<file path="config.mk">
export PLATFORM = sky130hd
export DESIGN_NAME = seq_stage_ctrl
export DESIGN_NICKNAME = d
export VERILOG_FILES = /design/src/rtl/seq_stage_ctrl_pkg.sv /design/src/rtl/seq_stage_ctrl_watchdog.sv /design/src/rtl/seq_stage_ctrl.sv
export SDC_FILE = /design/constraint.sdc
export NUM_CORES = 1
export LEC_CHECK = 0
export BUFFER_PORTS_ARGS = -buffer_cell sky130_fd_sc_hd__buf_2
export CAP_MARGIN = 20
export CORE_MARGIN = 3
export CORE_UTILIZATION = 54
export CTS_CLUSTER_DIAMETER = 150
export DETAILED_ROUTE_END_ITERATION = 10
export GPL_TIMING_DRIVEN = 0
export PLACE_DENSITY = 0.85
export SLEW_MARGIN = 5
export SYNTH_ARGS = -nofsm -noshare
export SYNTH_HDL_FRONTEND = slang
export SYNTH_SLANG_ARGS = --single-unit
</file>
<file path="constraint.sdc">
create_clock -name clk -period 4.4 [get_ports clk]
set_input_delay 0.88 -clock clk [delete_from_list [all_inputs] [get_ports clk]]
set_output_delay 0.88 -clock clk [all_outputs]
set_load 0.05 [all_outputs]
</file>
<file path="src/rtl/seq_stage_ctrl_pkg.sv">
// seq_stage_ctrl_pkg: shared Y86-64 icodes, status codes and sequencer state encodings
// STEP_WAIT encoding exists only when SEQ_SINGLE_STEP_EN is defined.
package seq_stage_ctrl_pkg;
  localparam logic [3:0] ICODE_HALT   = 4'h0;
  localparam logic [3:0] ICODE_NOP    = 4'h1;
  localparam logic [3:0] ICODE_RRMOVQ = 4'h2;
  localparam logic [3:0] ICODE_IRMOVQ = 4'h3;
  localparam logic [3:0] ICODE_RMMOVQ = 4'h4;
  localparam logic [3:0] ICODE_MRMOVQ = 4'h5;
  localparam logic [3:0] ICODE_OPQ    = 4'h6;
  localparam logic [3:0] ICODE_JXX    = 4'h7;
  localparam logic [3:0] ICODE_CALL   = 4'h8;
  localparam logic [3:0] ICODE_RET    = 4'h9;
  localparam logic [3:0] ICODE_PUSHQ  = 4'hA;
  localparam logic [3:0] ICODE_POPQ   = 4'hB;
  localparam logic [2:0] STAT_AOK = 3'd1;
  localparam logic [2:0] STAT_HLT = 3'd2;
  localparam logic [2:0] STAT_ADR = 3'd3;
  localparam logic [2:0] STAT_INS = 3'd4;
  typedef enum logic [3:0] {
    S_IDLE, S_FETCH, S_DECODE, S_EXEC, S_MEM, S_WB, S_PC, S_HALT, S_ERR
`ifdef SEQ_SINGLE_STEP_EN
    , S_STEP
`endif
  } state_t;
  function automatic logic is_mem(input logic [3:0] icode);
    return icode inside {ICODE_RMMOVQ, ICODE_MRMOVQ, ICODE_CALL, ICODE_RET, ICODE_PUSHQ, ICODE_POPQ};
  endfunction
endpackage

</file>
<file path="src/rtl/seq_stage_ctrl_watchdog.sv">
// seq_mem_watchdog: counts MEMORY cycles without ack; expired flags the last allowed cycle
// MEM_TIMEOUT = 0 disables the watchdog.
module seq_mem_watchdog #(
  parameter int MEM_TIMEOUT = 16
) (
  input  logic clk,
  input  logic rst,
  input  logic clr,
  input  logic en,
  output logic expired
);
  localparam int W = MEM_TIMEOUT > 1 ? $clog2(MEM_TIMEOUT) : 1;
  localparam logic [W-1:0] LAST = W'(MEM_TIMEOUT > 0 ? MEM_TIMEOUT - 1 : 0);
  logic [W-1:0] count;
  assign expired = (MEM_TIMEOUT > 0) && en && (count == LAST);
  always_ff @(posedge clk or posedge rst) begin
    if (rst) count <= '0;
    else if (clr) count <= '0;
    else if (en && !expired) count <= count + 1'b1;
  end
endmodule

</file>
<file path="src/rtl/seq_stage_ctrl.sv">
// seq_stage_ctrl: Y86-64 SEQ stage sequencer with data-memory handshake and status tracking
// Optional single-step mode via SEQ_SINGLE_STEP_EN (adds step_i and STEP_WAIT).
module seq_stage_ctrl
  import seq_stage_ctrl_pkg::*;
#(
  parameter int MEM_TIMEOUT = 16
) (
  input  logic       clk,
  input  logic       rst,
`ifdef SEQ_SINGLE_STEP_EN
  input  logic       step_i,
`endif
  input  logic       run_i,
  input  logic [3:0] icode_i,
  input  logic       inst_valid_i,
  input  logic       imem_error_i,
  input  logic       mem_ack_i,
  input  logic       dmem_error_i,
  output logic       fetch_en_o,
  output logic       decode_en_o,
  output logic       exec_en_o,
  output logic       mem_req_o,
  output logic       wb_en_o,
  output logic       pc_en_o,
  output logic       retire_o,
  output logic       busy_o,
  output logic [2:0] stat_o
);
  state_t state, next;
  logic [3:0] icode_q;
  logic [2:0] stat_n;
  logic halt_pulse;
  logic expired;
  seq_mem_watchdog #(.MEM_TIMEOUT(MEM_TIMEOUT)) u_wdog (
    .clk(clk), .rst(rst), .clr(state != S_MEM), .en(state == S_MEM), .expired(expired)
  );
`ifdef SEQ_SINGLE_STEP_EN
  logic step_q;
  always_ff @(posedge clk or posedge rst) begin
    if (rst) step_q <= 1'b0;
    else step_q <= step_i;
  end
`endif
  always_comb begin
    next = state;
    stat_n = stat_o;
    case (state)
      S_IDLE: next = run_i ? S_FETCH : S_IDLE;
      S_FETCH:
        if (imem_error_i) begin
          next = S_ERR;
          stat_n = STAT_ADR;
        end else if (!inst_valid_i || icode_i > ICODE_POPQ) begin
          next = S_ERR;
          stat_n = STAT_INS;
        end else if (icode_i == ICODE_HALT) begin
          next = S_HALT;
          stat_n = STAT_HLT;
        end else next = S_DECODE;
      S_DECODE: next = S_EXEC;
      S_EXEC: next = is_mem(icode_q) ? S_MEM : S_WB;
      // a late ack beats the timeout that expires in the same cycle
      S_MEM:
        if (mem_ack_i) begin
          next = dmem_error_i ? S_ERR : S_WB;
          stat_n = dmem_error_i ? STAT_ADR : stat_o;
        end else if (expired) begin
          next = S_ERR;
          stat_n = STAT_ADR;
        end
      S_WB: next = S_PC;
`ifdef SEQ_SINGLE_STEP_EN
      S_PC: next = S_STEP;
      S_STEP: next = !run_i ? S_IDLE : (step_i && !step_q) ? S_FETCH : S_STEP;
`else
      S_PC: next = run_i ? S_FETCH : S_IDLE;
`endif
      default: next = state;
    endcase
  end
  always_ff @(posedge clk or posedge rst) begin
    if (rst) begin
      state <= S_IDLE;
      stat_o <= STAT_AOK;
      icode_q <= '0;
      halt_pulse <= 1'b0;
    end else begin
      state <= next;
      stat_o <= stat_n;
      halt_pulse <= state == S_FETCH && next == S_HALT;
      if (state == S_FETCH && next == S_DECODE) icode_q <= icode_i;
    end
  end
  assign fetch_en_o = state == S_FETCH;
  assign decode_en_o = state == S_DECODE;
  assign exec_en_o = state == S_EXEC;
  assign mem_req_o = state == S_MEM;
  assign wb_en_o = state == S_WB;
  assign pc_en_o = state == S_PC;
  assign retire_o = state == S_PC || halt_pulse;
  assign busy_o = !(state inside {S_IDLE, S_HALT, S_ERR});
endmodule

</file>
## After elaboration in Yosys (flattened, before gate mapping)

Index checks and enable logic that the tools add are counted.
W data, S select, Z words.

| word-level totals | value |
|---|---|
| flip-flop bits (word level) | 16 |
| input port bits | 11 |
| output and inout bits | 11 |
| word-level logic and storage cells | 63 |

| operators by class | value |
|---|---|
| $add $sub $neg | 1 |
| $lt $le $gt $ge | 1 |
| eq/ne operators | 21 |
| muxes and demuxes | 18 |
| reductions and logical operators | 17 |

Operators with widths:

| operator | count |
|---|---|
| $eq A4 B3 Y1 const B | 7 |
| $mux W4 | 7 |
| $eq A4 B4 Y1 const B | 6 |
| $pmux W4 S6 | 1 |
| $mux W3 | 7 |
| $eq A4 B2 Y1 const B | 3 |
| $logic_not A4 Y1 | 2 |
| $ne A3 B3 Y1 const B | 2 |
| $pmux W3 S2 | 1 |
| $reduce_bool A6 Y1 | 1 |
| $add A4 B1 Y4 const B | 1 |
| $eq A4 B1 Y1 const B | 1 |
| $gt A4 B4 Y1 const B | 1 |
| $logic_and A1 B1 Y1 | 4 |
| $ne A4 B2 Y1 const B | 1 |
| $ne A4 B3 Y1 const B | 1 |
| $reduce_and A4 Y1 | 1 |
| $reduce_bool A2 Y1 | 2 |
| $logic_not A1 Y1 | 3 |
| $reduce_bool A3 Y1 | 1 |
| $logic_or A1 B1 Y1 | 2 |
| $mux W1 | 2 |
| $reduce_or A2 Y1 | 1 |

## Longest topological paths before layout

| logic depth | value |
|---|---|
| depth after elaboration | 7 |
| mapped depth | 6 |
| depth with buffers taken out | 5 |

## By module

Synthesis repeated with hierarchy kept, for this count alone.

| unflattened totals | value |
|---|---|
| cells, all modules | 97 |
| area, all modules | 947.2 µm² |

Modules (own cells, without submodules):

| module | instances | cells each | area an instance (µm²) | sequential area each (µm²) |
|---|---|---|---|---|
| seq_stage_ctrl | 1 | 74 | 713.2 | 276.5 |
| seq_mem_watchdog | 1 | 23 | 234.0 | 100.1 |

## Least setup slack after synthesis

No wires, ideal clock.

| timing path | value |
|---|---|
| kind | register -> output |
| start point | reg state[3] |
| end point | out retire_o |
| arrival | 1773 ps |
| data required time | 3520 ps |
| path slack | 1747 ps |
| cell stages (with the launch flop) | 6 |
| buffers on the path | 1 |
| path through | dfrtp_1 -> clkbuf_1 -> inv_1 -> nand2_1 -> nor2_1 -> or2_2 |

| between the ends | value |
|---|---|
| word-level cells in the longest chain between the ends | 2 |

RTL lines:

| what | line | source |
|---|---|---|
| start, declared | seq_stage_ctrl.sv:29 | `state_t state, next;` |
| start signal, assigned | seq_stage_ctrl.sv:88 | `state <= next;` |
| $eq A4 B3 Y1 | -- |  |
| named net pc_en_o | seq_stage_ctrl.sv:24 | `output logic pc_en_o,` |
| $logic_or A1 B1 Y1 | seq_stage_ctrl.sv:100 | `assign retire_o = state == S_PC \|\| halt_pulse;` |
| end, declared | seq_stage_ctrl.sv:25 | `output logic retire_o,` |

The timed path passes the listed nets, and every way through them passes these cells.

## Worst setup path after layout

| timing path | value |
|---|---|
| start point | reg state[3] |
| end point | out mem_req_o |

| between the ends | value |
|---|---|
| word-level cells in the longest chain between the ends | 1 |

RTL lines:

| what | line | source |
|---|---|---|
| $eq A4 B3 Y1 | seq_stage_ctrl.sv:97 | `assign mem_req_o = state == S_MEM;` |
| end, declared | seq_stage_ctrl.sv:22 | `output logic mem_req_o,` |

No other way between the ends.

==> flow_summary.json <==
{
  "worst_setup_path_end_kind": "primary output",
  "synth_edf_count": 0,
  "final_cell_mix": "23 x buf_2, 14 x dfrtp_1, 11 x nor2_1",
  "cts_root_buf": "clkbuf_4",
  "vdd_ir_drop_max_mv": 0.407,
  "core_mm2": 0.00140,
  "cts_tree": "done",
  "fin_ws_ns": 1.46,
  "r2r_cells": 6,
  "yosysWarnings": 0,
  "path_max_fanout": 10,
  "dp.cells": 131,
  "maxSlewHeadroom": 0.530,
  "diodes": 0,
  "grt_max_degree": 16,
  "die_h_um": 45.8,
  "ys_ff_latch": 15,
  "wire_per_inst_um": 12.8,
  "power.total_uw": 523,
  "vias": 772,
  "worstReg2RegEnd": "stat_o[2]",
  "syn_nets": 107,
  "clock.fmax_mhz": 340,
  "sequentialPowerShare": 0.392,
  "synth_top_flop_cell": "dfrtp_1",
  "layout-drive-gt1-share": 0.275,
  "hold_start": "stat_o[0]",
  "synth-seq-area-share": 0.439,
  "rr_startpoint": "state[3]",
  "ys_async_sr_fraction": 1.00,
  "leakagePower_nw": 0.511,
  "fillers": 113,
  "place.gp.congestion": 0.792,
  "viasPerCell": 5.72,
  "antenna_found_initial": 0,
  "final_common_cell": "buf_2",
  "ys_types": 33,
  "min_to": "stat_o[0]",
  "cts-hold-fix-buffers": 0,
  "setup_viol": 0,
  "pwr-share-comb": 0.457,
  "arrival_ns": 2.06,
  "cp-start-kind": "register",
  "clockBufferDepth": 2,
  "port_buffers": 21,
  "syn_area_um2": 857,
  "tightestPinTransition_ns": 0.698,
  "max_cap_violations": 0,
  "die-width_um": 45.8,
  "initial_core_util": 0.613,
  "postSynthAreaPerCell_um2": 9.02,
  "fin_tns_setup_ns": 0,
  "dp.final_hpwl_um": 1350,
  "grt_overflow": 0,
  "fin_util": 0.720,
  "fin_crit_sh": 0.668,
  "clock_sinks": 15,
  "ff2ff_setup_slack_ns": 2.38,
  "rows": 13,
  "finClkSkew_ns": 0.00203,
  "swShare": 0.445,
  "cts_max_level": 1,
  "drtPass1Iterations": 4,
  "grt.total_usage": 0.175,
  "synthCells": 95,
  "clk_pin_slew_ns": 0.09,
  "die_area_mm2": 0.00210,
  "final_cells": 135,
  "finalCriticalPeriod_ns": 2.94,
  "grt_pass1_vias": 650,
  "cts_setup_buffers": 0,
  "hold_depth": 2,
  "slew_violations": 0,
  "hold_violations": 0,
  "rsz0062_at_grt": "no",
  "clkLatencyLatePin_ns": 0.28,
  "nets": 133,
  "pin_count": 22,
  "area_growth_pct": 17.5,
  "hold_path.class": "register to register",
  "pwr-share-clk": 0.151,
  "outcome": "finished, final reports clean",
  "route.antenna.remaining_nets": 0,
  "cts-resized-gates": 0,
  "internal_power_uw": 290,
  "power_density_mw_per_mm2": 519,
  "dp_slack_ns": 1.78,
  "grt_pass1_wl_um": 2630,
  "drt-total-wl_um": 1730,
  "crit_type": "register to primary output",
  "numCtsBuffers": 3,
  "p_sw_uw": 233,
  "drc_errors": 0,
  "drtIter0Drc": 13,
  "required_ns": 3.52
}
==> logic make-up (layout without fill, tap and decap cells) <==
family,after synthesis,in the layout,synth area share
muxes,4,4,0.0511
xor gates and xnor gates,1,1,0.0102
buffers and inverters,15,40,0.0774
and+or+nand+nor,38,38,0.260
DFF,15,15,0.439
adders and majority gates,1,1,0.0146
AOI/OAI and AO/OA,21,21,0.147
==> power groups by stage <==
stage / logic, mW / clock network [mW] / registers, mW
after detailed placement: 0.238 / 0 / 0.208
after CTS: 0.239 / 0.0791 / 0.206
final: 0.239 / 0.0789 / 0.205
after floorplan: 0.138 / 0 / 0.251
after global placement: 0.231 / 0 / 0.204
after global routing: 0.259 / 0.0833 / 0.210
==> worst max path at each step <==
stage / end / startpoint / slack, ns / cells after the start
6_report: mem_req_o / state[3] / 1.46 / 5
5_1_grt: mem_req_o / state[3] / 1.36 / 5
4_1_cts: mem_req_o / state[3] / 1.47 / 5
3_5_place_dp: mem_req_o / state[3] / 1.78 / 5
3_3_place_gp: mem_req_o / state[3] / 1.80 / 5
2_1_floorplan: retire_o / state[3] / 1.75 / 5
==> flip-flops by register name (all words and copies together) (netlist names) <==
name and cells:
icode_q 3, state 4, stat_o 3, u_wdog.count 4, halt_pulse 1
==> metrics by stage <==
stage | cell area (µm²) | hold WS (ns)
finish | 1010 | 0.470
global route | 1010 | 0.476
CTS | 1010 | 0.470
detailed placement | 981 | 0.456
global placement | 981 | 0.450
floorplan | 857 | 0.459
==> routing by layer <==
| layer | vias to the layer above | part of all wire | global-route usage |
|---|---|---|---|
| li1 | 379 | - | - |
| met1 | 370 | 0.45 | 0.211 |
| met2 | 20 | 0.49 | 0.299 |
| met3 | 3 | 0.050 | 0.0237 |
| met4 | 0 | 0.015 | 0.0852 |
| met5 | - | 0 | 0 |
==> synth_stat cells (all sizes together) (2+ instances only) <==
master	count	area, µm²
a21oi	10	50.1
a31oi	2	12.5
buf	3	21.3
clkbuf	2	7.51
dfrtp	14	350
inv	10	37.5
mux2	3	33.8
nand2	5	18.8
nand2b	2	12.5
nand3	2	10.0
nor2	11	41.3
nor3	6	30.0
nor3b	3	22.5
nor4	2	27.5
o21ai	3	15.0
or3	2	12.5
or4b	2	20.0
==> critical path, cell delays in order, from the launching register on <==
cell	delay, ns
dfrtp_1	0.38
clkbuf_1	0.21
or4b_2	0.65
clkbuf_1	0.18
inv_1	0.10
buf_2	0.26
==> cell type report <==
class	instances	area (µm²)	share of cell area
Tap cell	15	18.8	0.0186
Clock buffer	4	26.3	0.0261
Multi-Input combinational cell	65	414	0.411
Inverter	10	37.5	0.0373
Sequential cell	15	377	0.374
Buffer	5	28.8	0.0286
Timing Repair Buffer	21	105	0.104
No activity file was read; power rests on OpenSTA's default activity.
